`src/rtl/ps2_tx_if.sv`:
```
// Host-side command handshake of the PS/2 transmitter: request, byte, and
// busy/done/err status back to the controller.
interface ps2_tx_if;
    logic       start;
    logic [7:0] din;
    logic       busy;
    logic       done;
    logic       err;

    modport master (output start, output din, input busy, input done, input err);
    modport slave  (input start, input din, output busy, output done, output err);
endinterface

```
`src/rtl/ps2_tx.sv`:
```
// Host-to-device PS/2 transmitter: inhibit, request-to-send, shift the frame out
// on device clock falls, check the device acknowledge and report done/err.
module ps2_tx #(
    parameter int INHIBIT_CYC = 3000,
    parameter int REQ_CYC     = 25,
    parameter int TIMEOUT_CYC = 375000
) (
    input  logic    clk,
    input  logic    rst,
    ps2_tx_if.slave host,
    output logic    ps2c_low,
    output logic    ps2d_low,
    input  logic    PS2C,
    input  logic    PS2D
);
    localparam int MAX_AB  = (INHIBIT_CYC > REQ_CYC) ? INHIBIT_CYC : REQ_CYC;
    localparam int MAX_CYC = (MAX_AB > TIMEOUT_CYC) ? MAX_AB : TIMEOUT_CYC;
    localparam int CNT_W   = $clog2(MAX_CYC + 1);
    localparam logic [CNT_W-1:0] INH_LAST = CNT_W'(INHIBIT_CYC - 1);
    localparam logic [CNT_W-1:0] REQ_LAST = CNT_W'(REQ_CYC - 1);
    localparam logic [CNT_W-1:0] TO_LAST  = CNT_W'(TIMEOUT_CYC - 1);

    typedef enum logic [2:0] {S_IDLE, S_INHIBIT, S_REQ, S_SEND, S_ACK} state_t;

    state_t           state_q, state_d;
    logic [CNT_W-1:0] cnt_q, cnt_d;
    logic [3:0]       n_q, n_d;
    logic [7:0]       sh_q, sh_d;
    logic             par_q, par_d;
    logic             cl_q, cl_d;
    logic             dl_q, dl_d;
    logic             done_q, done_d;
    logic             err_q, err_d;
    logic             ackbad_q, ackbad_d;
    logic             c_meta_q, c_sync_q, c_prev_q;
    logic             d_meta_q, d_sync_q;
    logic             fall;
    logic             to_hit;

    // Line synchronizers reset to the released (high) level so reset never fakes a fall.
    always_ff @(posedge clk or negedge rst) begin
        if (!rst) begin
            c_meta_q <= 1'b1;
            c_sync_q <= 1'b1;
            c_prev_q <= 1'b1;
            d_meta_q <= 1'b1;
            d_sync_q <= 1'b1;
        end else begin
            c_meta_q <= PS2C;
            c_sync_q <= c_meta_q;
            c_prev_q <= c_sync_q;
            d_meta_q <= PS2D;
            d_sync_q <= d_meta_q;
        end
    end

    assign fall   = c_prev_q & ~c_sync_q;
    assign to_hit = (cnt_q == TO_LAST);

    always_ff @(posedge clk or negedge rst) begin
        if (!rst) begin
            state_q  <= S_IDLE;
            cnt_q    <= '0;
            n_q      <= '0;
            cl_q     <= 1'b0;
            dl_q     <= 1'b0;
            done_q   <= 1'b0;
            err_q    <= 1'b0;
            ackbad_q <= 1'b0;
        end else begin
            state_q  <= state_d;
            cnt_q    <= cnt_d;
            n_q      <= n_d;
            cl_q     <= cl_d;
            dl_q     <= dl_d;
            done_q   <= done_d;
            err_q    <= err_d;
            ackbad_q <= ackbad_d;
        end
    end

    always_ff @(posedge clk) begin
        sh_q  <= sh_d;
        par_q <= par_d;
    end

    always_comb begin
        state_d  = state_q;
        cnt_d    = cnt_q;
        n_d      = n_q;
        sh_d     = sh_q;
        par_d    = par_q;
        cl_d     = cl_q;
        dl_d     = dl_q;
        done_d   = 1'b0;
        err_d    = err_q;
        ackbad_d = ackbad_q;
        case (state_q)
            S_IDLE: begin
                cl_d = 1'b0;
                dl_d = 1'b0;
                if (host.start) begin
                    sh_d    = host.din;
                    par_d   = ~^host.din;
                    cnt_d   = '0;
                    n_d     = '0;
                    cl_d    = 1'b1;
                    state_d = S_INHIBIT;
                end
            end
            S_INHIBIT: begin
                if (cnt_q == INH_LAST) begin
                    cnt_d   = '0;
                    dl_d    = 1'b1;
                    state_d = S_REQ;
                end else begin
                    cnt_d = cnt_q + 1'b1;
                end
            end
            S_REQ: begin
                if (cnt_q == REQ_LAST) begin
                    cnt_d   = '0;
                    cl_d    = 1'b0;
                    state_d = S_SEND;
                end else begin
                    cnt_d = cnt_q + 1'b1;
                end
            end
            S_SEND: begin
                // A fall outranks the timeout terminal count.
                if (fall) begin
                    cnt_d = '0;
                    n_d   = n_q + 4'd1;
                    if (n_q <= 4'd7) begin
                        dl_d = ~sh_q[0];
                        sh_d = {1'b0, sh_q[7:1]};
                    end else if (n_q == 4'd8) begin
                        dl_d = ~par_q;
                    end else if (n_q == 4'd9) begin
                        dl_d = 1'b0;
                    end else begin
                        dl_d     = 1'b0;
                        ackbad_d = d_sync_q;
                        state_d  = S_ACK;
                    end
                end else if (to_hit) begin
                    cl_d    = 1'b0;
                    dl_d    = 1'b0;
                    done_d  = 1'b1;
                    err_d   = 1'b1;
                    state_d = S_IDLE;
                end else begin
                    cnt_d = cnt_q + 1'b1;
                end
            end
            S_ACK: begin
                if (c_sync_q && d_sync_q) begin
                    done_d  = 1'b1;
                    err_d   = ackbad_q;
                    state_d = S_IDLE;
                end else if (fall) begin
                    cnt_d = '0;
                end else if (to_hit) begin
                    cl_d    = 1'b0;
                    dl_d    = 1'b0;
                    done_d  = 1'b1;
                    err_d   = 1'b1;
                    state_d = S_IDLE;
                end else begin
                    cnt_d = cnt_q + 1'b1;
                end
            end
            default: begin
                cl_d    = 1'b0;
                dl_d    = 1'b0;
                state_d = S_IDLE;
            end
        endcase
    end

    assign host.busy = (state_q != S_IDLE);
    assign host.done = done_q;
    assign host.err  = err_q;
    assign ps2c_low  = cl_q;
    assign ps2d_low  = dl_q;
endmodule

```
`src/flat_wrapper.sv`:
```
// flat-port wrapper written by rule: the top's interface ports become plain ports
module ps2_tx_flat 
#(
    parameter int INHIBIT_CYC = 3000,
    parameter int REQ_CYC     = 25,
    parameter int TIMEOUT_CYC = 375000
)
  (clk, rst, ps2c_low, ps2d_low, PS2C, PS2D, host_start, host_din, host_busy, host_done, host_err);
  ps2_tx_if host_i ();
  input  logic clk;
  input  logic rst;
  output logic ps2c_low;
  output logic ps2d_low;
  input  logic PS2C;
  input  logic PS2D;
  input wire logic [$bits(host_i.start)-1:0] host_start;
  input wire logic [$bits(host_i.din)-1:0] host_din;
  output wire logic [$bits(host_i.busy)-1:0] host_busy;
  output wire logic [$bits(host_i.done)-1:0] host_done;
  output wire logic [$bits(host_i.err)-1:0] host_err;
  assign host_i.start = host_start;
  assign host_i.din = host_din;
  assign host_busy = host_i.busy;
  assign host_done = host_i.done;
  assign host_err = host_i.err;
  ps2_tx #(.INHIBIT_CYC(INHIBIT_CYC), .REQ_CYC(REQ_CYC), .TIMEOUT_CYC(TIMEOUT_CYC)) u_core (.clk(clk), .rst(rst), .host(host_i), .ps2c_low(ps2c_low), .ps2d_low(ps2d_low), .PS2C(PS2C), .PS2D(PS2D));
endmodule
```
`config.mk`:
```
export PLATFORM = sky130hd
export DESIGN_NAME = ps2_tx_flat
export DESIGN_NICKNAME = d
export VERILOG_FILES = /design/src/rtl/ps2_tx_if.sv /design/src/rtl/ps2_tx.sv /design/src/flat_wrapper.sv
export SDC_FILE = /design/constraint.sdc
export NUM_CORES = 1
export LEC_CHECK = 0
export BUFFER_PORTS_ARGS = -buffer_cell sky130_fd_sc_hd__buf_2
export CAP_MARGIN = 30
export CORE_MARGIN = 5
export CORE_UTILIZATION = 41
export CTS_CLUSTER_DIAMETER = 40
export CTS_CLUSTER_SIZE = 16
export DETAILED_ROUTE_END_ITERATION = 8
export SLEW_MARGIN = 20
export SYNTH_ARGS = -nofsm -noshare
export SYNTH_HDL_FRONTEND = slang
export SYNTH_SLANG_ARGS = --single-unit
```
`constraint.sdc`:
```
create_clock -name clk -period 2.55 [get_ports clk]
set_input_delay 0.51 -clock clk [delete_from_list [all_inputs] [get_ports clk]]
set_output_delay 0.51 -clock clk [all_outputs]
set_load 0.01 [all_outputs]
```
==> reports/results.env, run 1 <==
STATUS='completed'
TIMING.CRITICAL_PATH.DEPTH=5
CLOCK_POWER_SHARE_PCT=18.4
PORT_BUFFERS=17
DRC=0
YS_TYPES=60
SETUP.WORST_PATH.END_CLASS='flop'
GR-USAGE-ALL-LAYERS_PCT=13.8
ENDPOINT_OF_THE_LOWEST_SLACK_REGISTER_TO_REGISTER_PATH='u_core.cnt_q[16]'
DESIGN.DIE.AREA_SQ_UM=8160
TIMING.FINAL.HOLD_VIOLATIONS=0
NUM_ANTENNA_CELLS=0
GRT_START_MAX_NET_PINS=37
POST_CTS_HOLD_BUFFER_COUNT=0
STD_CELL_ROWS=29
COMBPWRFRAC_PCT=39.6
LAYOUT-DRIVE-GT1-SHARE_PCT=20.9
CRITICAL_PATH_ARRIVAL_PS=2480
SYNTH_EDF_COUNT=9
YOSYSSEQAREASHARE_PCT=44.5
SYNTHARSTFLOPSHARE_PCT=80.0
MAX_SLEW_MARGIN_PCT=63.6
RSZ_0062_RAISED_AFTER_GLOBAL_ROUTING='no'
CTS_TREE='done'
SETUP-VIOLATIONS-FINAL=0
CORE_REGION_AREA_SQ_UM=6310
TIMING.CRITICAL_PATH.SLOWEST_CELL_DELAY_PS=540
FINALWIRELENGTH_MICRONS=5500
GRT_PASS1_VIAS=1873
WORST_SETUP_PATH_STARTPOINT='u_core.state_q[2]'
MULTI_INPUT_COMB_AREA_SQ_UM=1340
WL_PER_CELL_MICRONS=14.9
GRTUSAGEMET3_PCT=2.50
CTS-ROOT-BUF='sky130_fd_sc_hd__clkbuf_8'
POSTCTSRESIZEDCELLS=0
MAXIMUM_FANOUT_COUNT_ALONG_THE_CRITICAL_PATH=13
TRITONCTS.NUM_BUFFERS=5
ROUTE.DETAILED.VIAS_PER_INST=5.63
IO-PIN-COUNT=18
GRT_PASS1_WL_MICRONS=9240
MAPPEDNETLISTNETS=289
MEAN_SYN_CELL_AREA_SQ_UM=9.77
CTS_MAX_LEVEL=2
FIN_CRIT_SH_PCT=87.8
LAYOUT_COMMON_CELLS='sky130_fd_sc_hd__nand2_1 (36), sky130_fd_sc_hd__dfrtp_1 (31), sky130_fd_sc_hd__nor2_1 (19)'
MAX-CLOCK-PATH-BUFFERS=2
REPORT.POWER.TOTAL_mW=2.44
CAP_VIOL_MAX_COUNT=0
KIND_OF_CRITICAL_PATH='reg2reg'
CP_DATA_REQUIRED_TIME_PS=2790
SKEW_PS=11.5
LAYOUT.CELLS.MOST_COMMON='sky130_fd_sc_hd__nand2_1'
GLOBALROUTEOVERFLOWTOTAL=0
TOTAL_LEAKAGE_POWER_nW=1.20
DIE_Y_MICRONS=90.4
FLIP_FLOP_CELL_WITH_THE_HIGHEST_COUNT_AFTER_SYNTHESIS='sky130_fd_sc_hd__dfrtp_1'
CELLPOWERDENSITY_nW_PER_UM2=842
TOP_ACHIEVABLE_CLOCK_SPEED_GHz=0.447
FINAL_MAX_SLEW_VIOL_COUNT=0
HPWL_MICRONS=3920
MAPPEDNETLISTAREA_SQ_UM=2650
FILLER_CELL_COUNT=624
GRT_MOST_USED_LAYER='met2'
DETAILEDROUTE.FIRSTITERATIONVIOLATIONS=159
DRT_FIRST_PASS_ITERS=5
CLOCK_PIN_TRANSITION_ON_THE_WORST_SETUP_AND_HOLD_TIMING_PATHS_PS=90
POWER.SEQUENTIAL.FRACTION_PCT=42.0
CRITPATHLAUNCHTYPE='flop'
YOSYSWARNINGS=0
PATH_CELLS='or3b_4 > o22ai_4 > nand3b_2 > or4_4 > a21oi_2'
CP-ENDPOINT='u_core.cnt_q[16]'
AREAGROWTHSYNTHTOFINISH_PCT=9.55
AREA.SEQUENTIAL_SQ_UM=1180
R2R_START='u_core.state_q[2]'
SLEW_OF_THE_PIN_WITH_THE_LOWEST_SLEW_MARGIN_PS=546
WORST_HOLD_PATH_TYPE='in2async'
CLOCK_LATENCY_PS=310
FINALCRITICALPERIOD_PS=2240
YS_FF_LATCH=45
TIMING.REG2REG.SETUP_SLACK_PS=310
DIE_X_MICRONS=90.4
TIMING.SETUP.TNS_PS=0
ANTENNA_FOUND_INITIAL=0
DRTANTENNAVIOLNETS=0
START_UTIL_PCT=41.9
GP_CONGESTION=0.810
SYNTH_TOP_CELL_BY_AREA='sky130_fd_sc_hd__dfrtp_1'
CRIT_SLOWEST_CELL='sky130_fd_sc_hd__dfrtp_1'
GRT.MET1_USAGE_PCT=19.7
TIMING.CRITICAL_PATH.BUF_INV=0
SYNTH.TOP_CELLS.BY_AREA='sky130_fd_sc_hd__dfrtp_1 (29%), sky130_fd_sc_hd__edfxtp_1 (10%), sky130_fd_sc_hd__nand2_1 (5.1%)'
NETS=309
DR_TOTAL_VIAS=2077
CELLINTERNALPOWER_mW=1.50
YOSYS.AREA.TOP_TYPE_SHARE_PCT=29.3
MAX-VDD-IR-DROP_mV=0.334
POST-CTS-SETUP-BUFFER-COUNT=0
GRT.MET2_USAGE_PCT=21.0
REG2REGPATHDEPTH=5
SW_FRAC_OF_TOTAL_PCT=38.5
POWER_SWITCHING_uW=941
CRITICAL-PATH-TOP-DELAY-FAMILY='simple AND/OR/NAND/NOR gates'
NUMBER_OF_STANDARD_CELLS_AFTER_SYNTHESIS=271
CLKSINKCOUNT=45
==> how the worst min path moves through the flow <==
stage,to,slack (ps),cells after the start
after floorplan,u_core.ackbad_q,210,0
final,u_core.ps2c_low,70,1
after CTS,u_core.c_meta_q,290,1
after detailed placement,u_core.c_sync_q,350,0
after global routing,u_core.n_q[2],80,1
after global placement,u_core.c_sync_q,350,0
==> Yosys cell counts (6+ instances only) <==
| cell | instances |
|---|---|
| sky130_fd_sc_hd__o21ai_0 | 15 |
| sky130_fd_sc_hd__xnor2_1 | 10 |
| sky130_fd_sc_hd__nand3_1 | 11 |
| sky130_fd_sc_hd__edfxtp_1 | 9 |
| sky130_fd_sc_hd__nor3_1 | 6 |
| sky130_fd_sc_hd__or3_1 | 8 |
| sky130_fd_sc_hd__nand4_1 | 11 |
| sky130_fd_sc_hd__a21oi_1 | 14 |
| sky130_fd_sc_hd__nand2_1 | 36 |
| sky130_fd_sc_hd__inv_1 | 6 |
| sky130_fd_sc_hd__dfrtp_1 | 31 |
| sky130_fd_sc_hd__nor2_1 | 19 |
==> through the flow <==
stage               instance area, sq um  util [%]  setup WS, ps  hold WS (ps)  cells
floorplan                           2650         -           536           214    271
global placement                    2790      44.2           364           345    360
detailed placement                  2790      44.2           307           348    360
CTS                                 2880      45.6           299           293    368
global route                        2900      45.9           184          77.6    369
finish                              2900      45.9           312          69.1    369
==> flip-flops by register name, summed over array words and instances (netlist names) <==
| register | flops |
|---|---|
| u_core.ps2c_low | 1 |
| u_core.c_meta_q | 1 |
| u_core.ps2d_low | 1 |
| u_core.sh_q | 8 |
| u_core.c_prev_q | 1 |
| u_core.host.done | 1 |
| u_core.d_sync_q | 1 |
| u_core.ackbad_q | 1 |
| u_core.d_meta_q | 1 |
| u_core.state_q | 3 |
| u_core.host.err | 1 |
| u_core.n_q | 4 |
| u_core.c_sync_q | 1 |
| u_core.cnt_q | 19 |
| u_core.par_q | 1 |
==> cells by family (layout without fill, tap and decap cells) <==
group	after synthesis	after routing	share of synthesized area (%)
buf+inv	20	41	4.77
flops	45	45	44.5
simple gates	128	128	27.7
xor+xnor	15	15	4.96
mux	3	3	1.23
fa+ha+maj	5	5	2.36
compound gates	55	55	14.5
==> cell type report <==
| type | count | share of cell area (%) |
|---|---|---|
| sequential | 45 | 40.6 |
| timing repair buffer | 27 | 5.95 |
| multi-input combinational | 206 | 46.3 |
| clock inverter | 2 | 0.518 |
| clock buffer | 6 | 2.50 |
| inverter | 6 | 0.777 |
| tap | 77 | 3.32 |
==> per-layer routing <==
layer / vias to the layer above / share of wire, %
li1: 1032 / -
met1: 995 / 48
met2: 45 / 46
met3: 5 / 4.5
met4: 0 / 1.2
met5: - / 0
==> power by group through the flow <==
stage | Combinational (mW) | Clock [mW] | Sequential (mW)
after global placement | 0.975 | 0 | 1.03
final | 0.968 | 0.450 | 1.02
after floorplan | 0.782 | 0 | 0.984
after CTS | 0.984 | 0.463 | 1.02
after global routing | 1.09 | 0.490 | 1.05
after detailed placement | 0.984 | 0 | 1.04
Power figures use the tool's default switching activity.
==> run 2, diff against run 1 <==
--- a/config.mk
+++ b/config.mk
@@ -12,6 +12,7 @@
 export CTS_CLUSTER_DIAMETER = 40
 export CTS_CLUSTER_SIZE = 16
 export DETAILED_ROUTE_END_ITERATION = 8
+export MAX_ROUTING_LAYER = met4
 export SLEW_MARGIN = 20
 export SYNTH_ARGS = -nofsm -noshare
 export SYNTH_HDL_FRONTEND = slang
==> run 2 against run 1 <==
  * Routed wire length barely moved
  * Clock skew rose by 1.5 ps
  * Final cell count did not move
==> reports/results.env, run 2 (synthesis gave the netlist of run 1 again) <==
STD_CELL_ROWS=29
GRT_PASS1_VIAS=1869
IO-PIN-COUNT=18
CAP_VIOL_MAX_COUNT=0
DIE_X_MICRONS=90.4
CP-ENDPOINT='u_core.cnt_q[16]'
CTS-ROOT-BUF='sky130_fd_sc_hd__clkbuf_8'
HPWL_MICRONS=3920
LAYOUT_COMMON_CELLS='sky130_fd_sc_hd__nand2_1 (36), sky130_fd_sc_hd__dfrtp_1 (31), sky130_fd_sc_hd__nor2_1 (19)'
START_UTIL_PCT=41.9
TIMING.FINAL.HOLD_VIOLATIONS=0
TIMING.CRITICAL_PATH.SLOWEST_CELL_DELAY_PS=540
TIMING.CRITICAL_PATH.DEPTH=5
CLOCK_LATENCY_PS=310
CLKSINKCOUNT=45
TRITONCTS.NUM_BUFFERS=5
CTS_MAX_LEVEL=2
REPORT.POWER.TOTAL_mW=2.45
SETUP-VIOLATIONS-FINAL=0
POST-CTS-SETUP-BUFFER-COUNT=0
MAX-CLOCK-PATH-BUFFERS=2
POSTCTSRESIZEDCELLS=0
REG2REGPATHDEPTH=5
FINAL_DESIGN_AREA_NO_FILL_SQ_UM=2900
CRITICAL_PATH_ARRIVAL_PS=2480
SETUP.WORST_PATH.END_CLASS='flop'
GLOBALROUTEOVERFLOWTOTAL=0
FINAL_CELL_COUNT_NO_FILL=369
DRTANTENNAVIOLNETS=0
PATH_CELLS='or3b_4 > o22ai_4 > nand3b_2 > or4_4 > a21oi_2'
DRC=0
TIMING.SETUP.TNS_PS=0
CELLPOWERDENSITY_nW_PER_UM2=844
AREAGROWTHSYNTHTOFINISH_PCT=9.55
CORE_REGION_AREA_SQ_UM=6310
R2R_START='u_core.state_q[2]'
BIGGEST_REGISTERS_AFTER_LAYOUT='u_core.cnt_q: 19 flops, u_core.sh_q: 8 flops, u_core.n_q: 4 flops'
WORST_SETUP_PATH_STARTPOINT='u_core.state_q[2]'
MAXIMUM_FANOUT_COUNT_ALONG_THE_CRITICAL_PATH=13
MAX_SLEW_MARGIN_PCT=62.6
CLOCK_PIN_TRANSITION_ON_THE_WORST_SETUP_AND_HOLD_TIMING_PATHS_PS=90
ROUTE.DETAILED.VIAS_PER_INST=5.62
DIE_Y_MICRONS=90.4
KIND_OF_CRITICAL_PATH='reg2reg'
DRT_FIRST_PASS_ITERS=4
PLACEMENT.CELL_AREA_SQ_UM=2790
FIN_CRIT_SH_PCT=87.8
WORST_HOLD_PATH_TYPE='in2async'
FINALCRITICALPERIOD_PS=2240
PORT_BUFFERS=17
LARGEST_REGISTER='u_core.cnt_q'
RSZ_0062_RAISED_AFTER_GLOBAL_ROUTING='no'
CRITPATHLAUNCHTYPE='flop'
STATUS='completed'
DR_TOTAL_VIAS=2072
ANTENNA_FOUND_INITIAL=0
SLEW_OF_THE_PIN_WITH_THE_LOWEST_SLEW_MARGIN_PS=561
CRITICAL-PATH-TOP-DELAY-FAMILY='simple AND/OR/NAND/NOR gates'
GRT_PASS1_WL_MICRONS=9250
GR-USAGE-ALL-LAYERS_PCT=14.2
LAYOUT.CELLS.MOST_COMMON='sky130_fd_sc_hd__nand2_1'
CP_DATA_REQUIRED_TIME_PS=2790
FINAL_MAX_SLEW_VIOL_COUNT=0
FIN_WORST_HOLD_SLACK_PS=68.0
TIMING.REG2REG.SETUP_SLACK_PS=310
TOP_ACHIEVABLE_CLOCK_SPEED_GHz=0.447
DESIGN.DIE.AREA_SQ_UM=8160
GRT_START_MAX_NET_PINS=37
LARGEST_REGISTER_FFS=19
GP_CONGESTION=0.822
WL_PER_CELL_MICRONS=14.9
TOTAL_LEAKAGE_POWER_nW=1.20
ENDPOINT_OF_THE_LOWEST_SLACK_REGISTER_TO_REGISTER_PATH='u_core.cnt_q[16]'
CRIT_SLOWEST_CELL='sky130_fd_sc_hd__dfrtp_1'
FINALWIRELENGTH_MICRONS=5500
PLACED_CELLS=360
LAYOUT-DRIVE-GT1-SHARE_PCT=20.9
NUM_ANTENNA_CELLS=0
MAX-VDD-IR-DROP_mV=0.333
POST_CTS_HOLD_BUFFER_COUNT=0
DETAILEDROUTE.FIRSTITERATIONVIOLATIONS=198
CTS_TREE='done'
NETS=309
TIMING.CRITICAL_PATH.BUF_INV=0
SKEW_PS=13.0
-- run 2: worst min path at each step --
| stage | start | endpoint | slack, ps | cells past startpoint |
|---|---|---|---|---|
| after global placement | u_core.c_meta_q | u_core.c_sync_q | 350 | 0 |
| after detailed placement | u_core.c_meta_q | u_core.c_sync_q | 350 | 0 |
| after floorplan | rst | u_core.ackbad_q | 210 | 0 |
| after global routing | rst | u_core.n_q[2] | 80 | 1 |
| after CTS | PS2C | u_core.c_meta_q | 290 | 1 |
| final | rst | u_core.ps2c_low | 70 | 1 |
-- run 2: stage by stage --
stage          setup WS (ps)  util, %
6_report                 310     45.9
4_1_cts                  299     45.6
3_5_place_dp             307     44.2
5_1_grt                  184     45.9
3_3_place_gp             364     44.2
2_1_floorplan            536        -
-- run 2: metal layers --
metal  track usage [%]  part of all wire [%]  vias to the layer above  wire, microns
met5                 -                     0                        -              0
met4              4.84                   1.4                        0             79
met3              2.50                   3.3                        6            184
met2              20.9                    46                       43           2550
li1                  -                     -                     1033              -
met1              19.8                    49                      990           2690
-- run 2: area by class of cell --
cell class,count,area [sq um]
Fill cell,624,3410
Multi-Input combinational cell,206,1340
Sequential cell,45,1180
Timing Repair Buffer,27,173
Tap cell,77,96.3
Clock buffer,6,72.6
Inverter,6,22.5
Clock inverter,2,15.0
-- run 2: power breakdown --
part	internal, mW	switching, mW
registers	0.895	0.129
logic	0.413	0.559
clock network	0.193	0.257
==> run 3, diff against run 2 <==
--- a/config.mk
+++ b/config.mk
@@ -5,8 +5,9 @@
 export SDC_FILE = /design/constraint.sdc
 export NUM_CORES = 1
 export LEC_CHECK = 0
-export BUFFER_PORTS_ARGS = -buffer_cell sky130_fd_sc_hd__buf_2
+export BUFFER_PORTS_ARGS = -buffer_cell sky130_fd_sc_hd__clkbuf_2
 export CAP_MARGIN = 30
+export CORE_ASPECT_RATIO = 1.75
 export CORE_MARGIN = 5
 export CORE_UTILIZATION = 41
 export CTS_CLUSTER_DIAMETER = 40
==> run 3 against run 2 <==
  * Clock skew decreased by 2.0 ps
  * Global-route usage increased by 2.2 points
  * Sequential share of layout area is 0.053 points higher
  * Critical path type unchanged
  * Largest power group unchanged
  * Highest routed layer unchanged
==> reports/results.env, run 3 (synthesis gave the netlist of run 1 again) <==
IO-PIN-COUNT=18
LARGEST_REGISTER_FFS=19
GRT_START_MAX_NET_PINS=37
PORT_BUFFERS=17
CTS_MAX_LEVEL=2
DRTANTENNAVIOLNETS=0
DR_TOTAL_VIAS=2103
CRIT_SLOWEST_CELL='sky130_fd_sc_hd__dfrtp_1'
DIE_X_MICRONS=70.7
CORE_REGION_AREA_SQ_UM=6230
NUM_ANTENNA_CELLS=0
POST-CTS-SETUP-BUFFER-COUNT=0
MAX-CLOCK-PATH-BUFFERS=2
CRITICAL-PATH-TOP-DELAY-FAMILY='simple AND/OR/NAND/NOR gates'
DESIGN.DIE.AREA_SQ_UM=8230
POST_CTS_HOLD_BUFFER_COUNT=0
GR-USAGE-ALL-LAYERS_PCT=16.5
DRT_FIRST_PASS_ITERS=4
SETUP.WORST_PATH.END_CLASS='flop'
WORST_HOLD_PATH_TYPE='in2async'
HPWL_MICRONS=4530
GLOBALROUTEOVERFLOWTOTAL=0
LAYOUT-DRIVE-GT1-SHARE_PCT=20.2
STATUS='completed'
DETAILEDROUTE.FIRSTITERATIONVIOLATIONS=66
ANTENNA_FOUND_INITIAL=0
MAXIMUM_FANOUT_COUNT_ALONG_THE_CRITICAL_PATH=13
GRT_PASS1_WL_MICRONS=10400
WL_PER_CELL_MICRONS=16.1
MAX_SLEW_MARGIN_PCT=61.2
BIGGEST_REGISTERS_AFTER_LAYOUT='u_core.cnt_q: 19 flops, u_core.sh_q: 8 flops, u_core.n_q: 4 flops'
FINAL_CELL_COUNT_NO_FILL=372
PATH_CELLS='or3b_4 > o22ai_4 > nand3b_2 > or4_4 > a21oi_2'
DRC=0
KIND_OF_CRITICAL_PATH='reg2reg'
PLACED_CELLS=363
TIMING.SETUP.TNS_PS=0
CTS_TREE='done'
CLOCK_LATENCY_PS=310
TOTAL_LEAKAGE_POWER_nW=1.20
CRITICAL_PATH_ARRIVAL_PS=2510
STD_CELL_ROWS=38
GRT_PASS1_VIAS=2213
TRITONCTS.NUM_BUFFERS=5
CRITPATHLAUNCHTYPE='flop'
FINAL_DESIGN_AREA_NO_FILL_SQ_UM=2900
ROUTE.DETAILED.VIAS_PER_INST=5.65
CAP_VIOL_MAX_COUNT=0
FINALWIRELENGTH_MICRONS=6000
TIMING.FINAL.HOLD_VIOLATIONS=0
CP_DATA_REQUIRED_TIME_PS=2790
FINAL_MAX_SLEW_VIOL_COUNT=0
TIMING.CRITICAL_PATH.SLOWEST_CELL_DELAY_PS=530
MAX-VDD-IR-DROP_mV=0.465
SLEW_OF_THE_PIN_WITH_THE_LOWEST_SLEW_MARGIN_PS=577
TOP_ACHIEVABLE_CLOCK_SPEED_GHz=0.441
AREAGROWTHSYNTHTOFINISH_PCT=9.40
GP_CONGESTION=0.881
SETUP-VIOLATIONS-FINAL=0
CELLPOWERDENSITY_nW_PER_UM2=840
CTS-ROOT-BUF='sky130_fd_sc_hd__clkbuf_8'
PLACEMENT.CELL_AREA_SQ_UM=2800
NETS=309
RSZ_0062_RAISED_AFTER_GLOBAL_ROUTING='no'
LARGEST_REGISTER='u_core.cnt_q'
POSTCTSRESIZEDCELLS=0
FIN_CRIT_SH_PCT=88.9
LAYOUT_COMMON_CELLS='sky130_fd_sc_hd__nand2_1 (36), sky130_fd_sc_hd__dfrtp_1 (31), sky130_fd_sc_hd__nor2_1 (19)'
FIN_WORST_HOLD_SLACK_PS=63.3
DIE_Y_MICRONS=116
TIMING.CRITICAL_PATH.BUF_INV=0
LAYOUT.CELLS.MOST_COMMON='sky130_fd_sc_hd__nand2_1'
FINALCRITICALPERIOD_PS=2270
START_UTIL_PCT=42.5
SKEW_PS=10.9
CLOCK_PIN_TRANSITION_ON_THE_WORST_SETUP_AND_HOLD_TIMING_PATHS_PS=80
CLKSINKCOUNT=45
FILLER_CELL_COUNT=610
==> run 3: changes by cell type in the layout (fill, tap and decap cells not counted), sizes merged <==
| cell | previous run | this run |
|---|---|---|
| clkinvlp | 2 | 0 |
| clkbuf | 6 | 25 |
| buf | 27 | 10 |
==> run 3: final timing paths <==
check / from / to / slack (ps) / cells after the start
min: rst / u_core.cnt_q[2] / 60 / 1
min in group clk: PS2D / u_core.d_meta_q / 280 / 1
max reg2reg: u_core.state_q[2] / u_core.cnt_q[16] / 280 / 5
max in group asynchronous: rst / u_core.c_prev_q / 1990 / 2
max: u_core.state_q[2] / u_core.cnt_q[16] / 280 / 5
min reg2reg: u_core.d_meta_q / u_core.d_sync_q / 360 / 0
==> run 3: layer usage <==
metal,part of all wire (%),wire length [microns],up-vias,track usage [%]
met3,3.1,183,13,3.01
met2,56,3340,34,31.1
met5,0,0,-,-
met1,38,2290,1031,15.9
li1,-,-,1025,-
met4,2.9,176,0,7.78
==> run 3: layout make-up <==
cell class / count / area, sq um / share of cell area, %
flip-flops and latches: 45 / 1180 / 40.6
clock buffers: 8 / 80.1 / 2.76
inverters: 6 / 22.5 / 0.778
repair buffers: 27 / 173 / 5.96
well taps: 80 / 100 / 3.46
multi-input cells: 206 / 1340 / 46.4
==> run 3: power by group <==
group	internal [mW]	total (mW)	switching [mW]
registers	0.895	1.03	0.138
clock network	0.195	0.427	0.232
logic	0.404	0.973	0.570
==> run 3: metrics by stage <==
stage	util [%]	worst slack, ps	power (mW)
6_report	46.5	284	2.43
5_1_grt	46.5	121	2.62
4_1_cts	46.2	293	2.48
3_5_place_dp	44.9	310	2.03
3_3_place_gp	44.9	353	2.01
2_1_floorplan	-	536	1.77
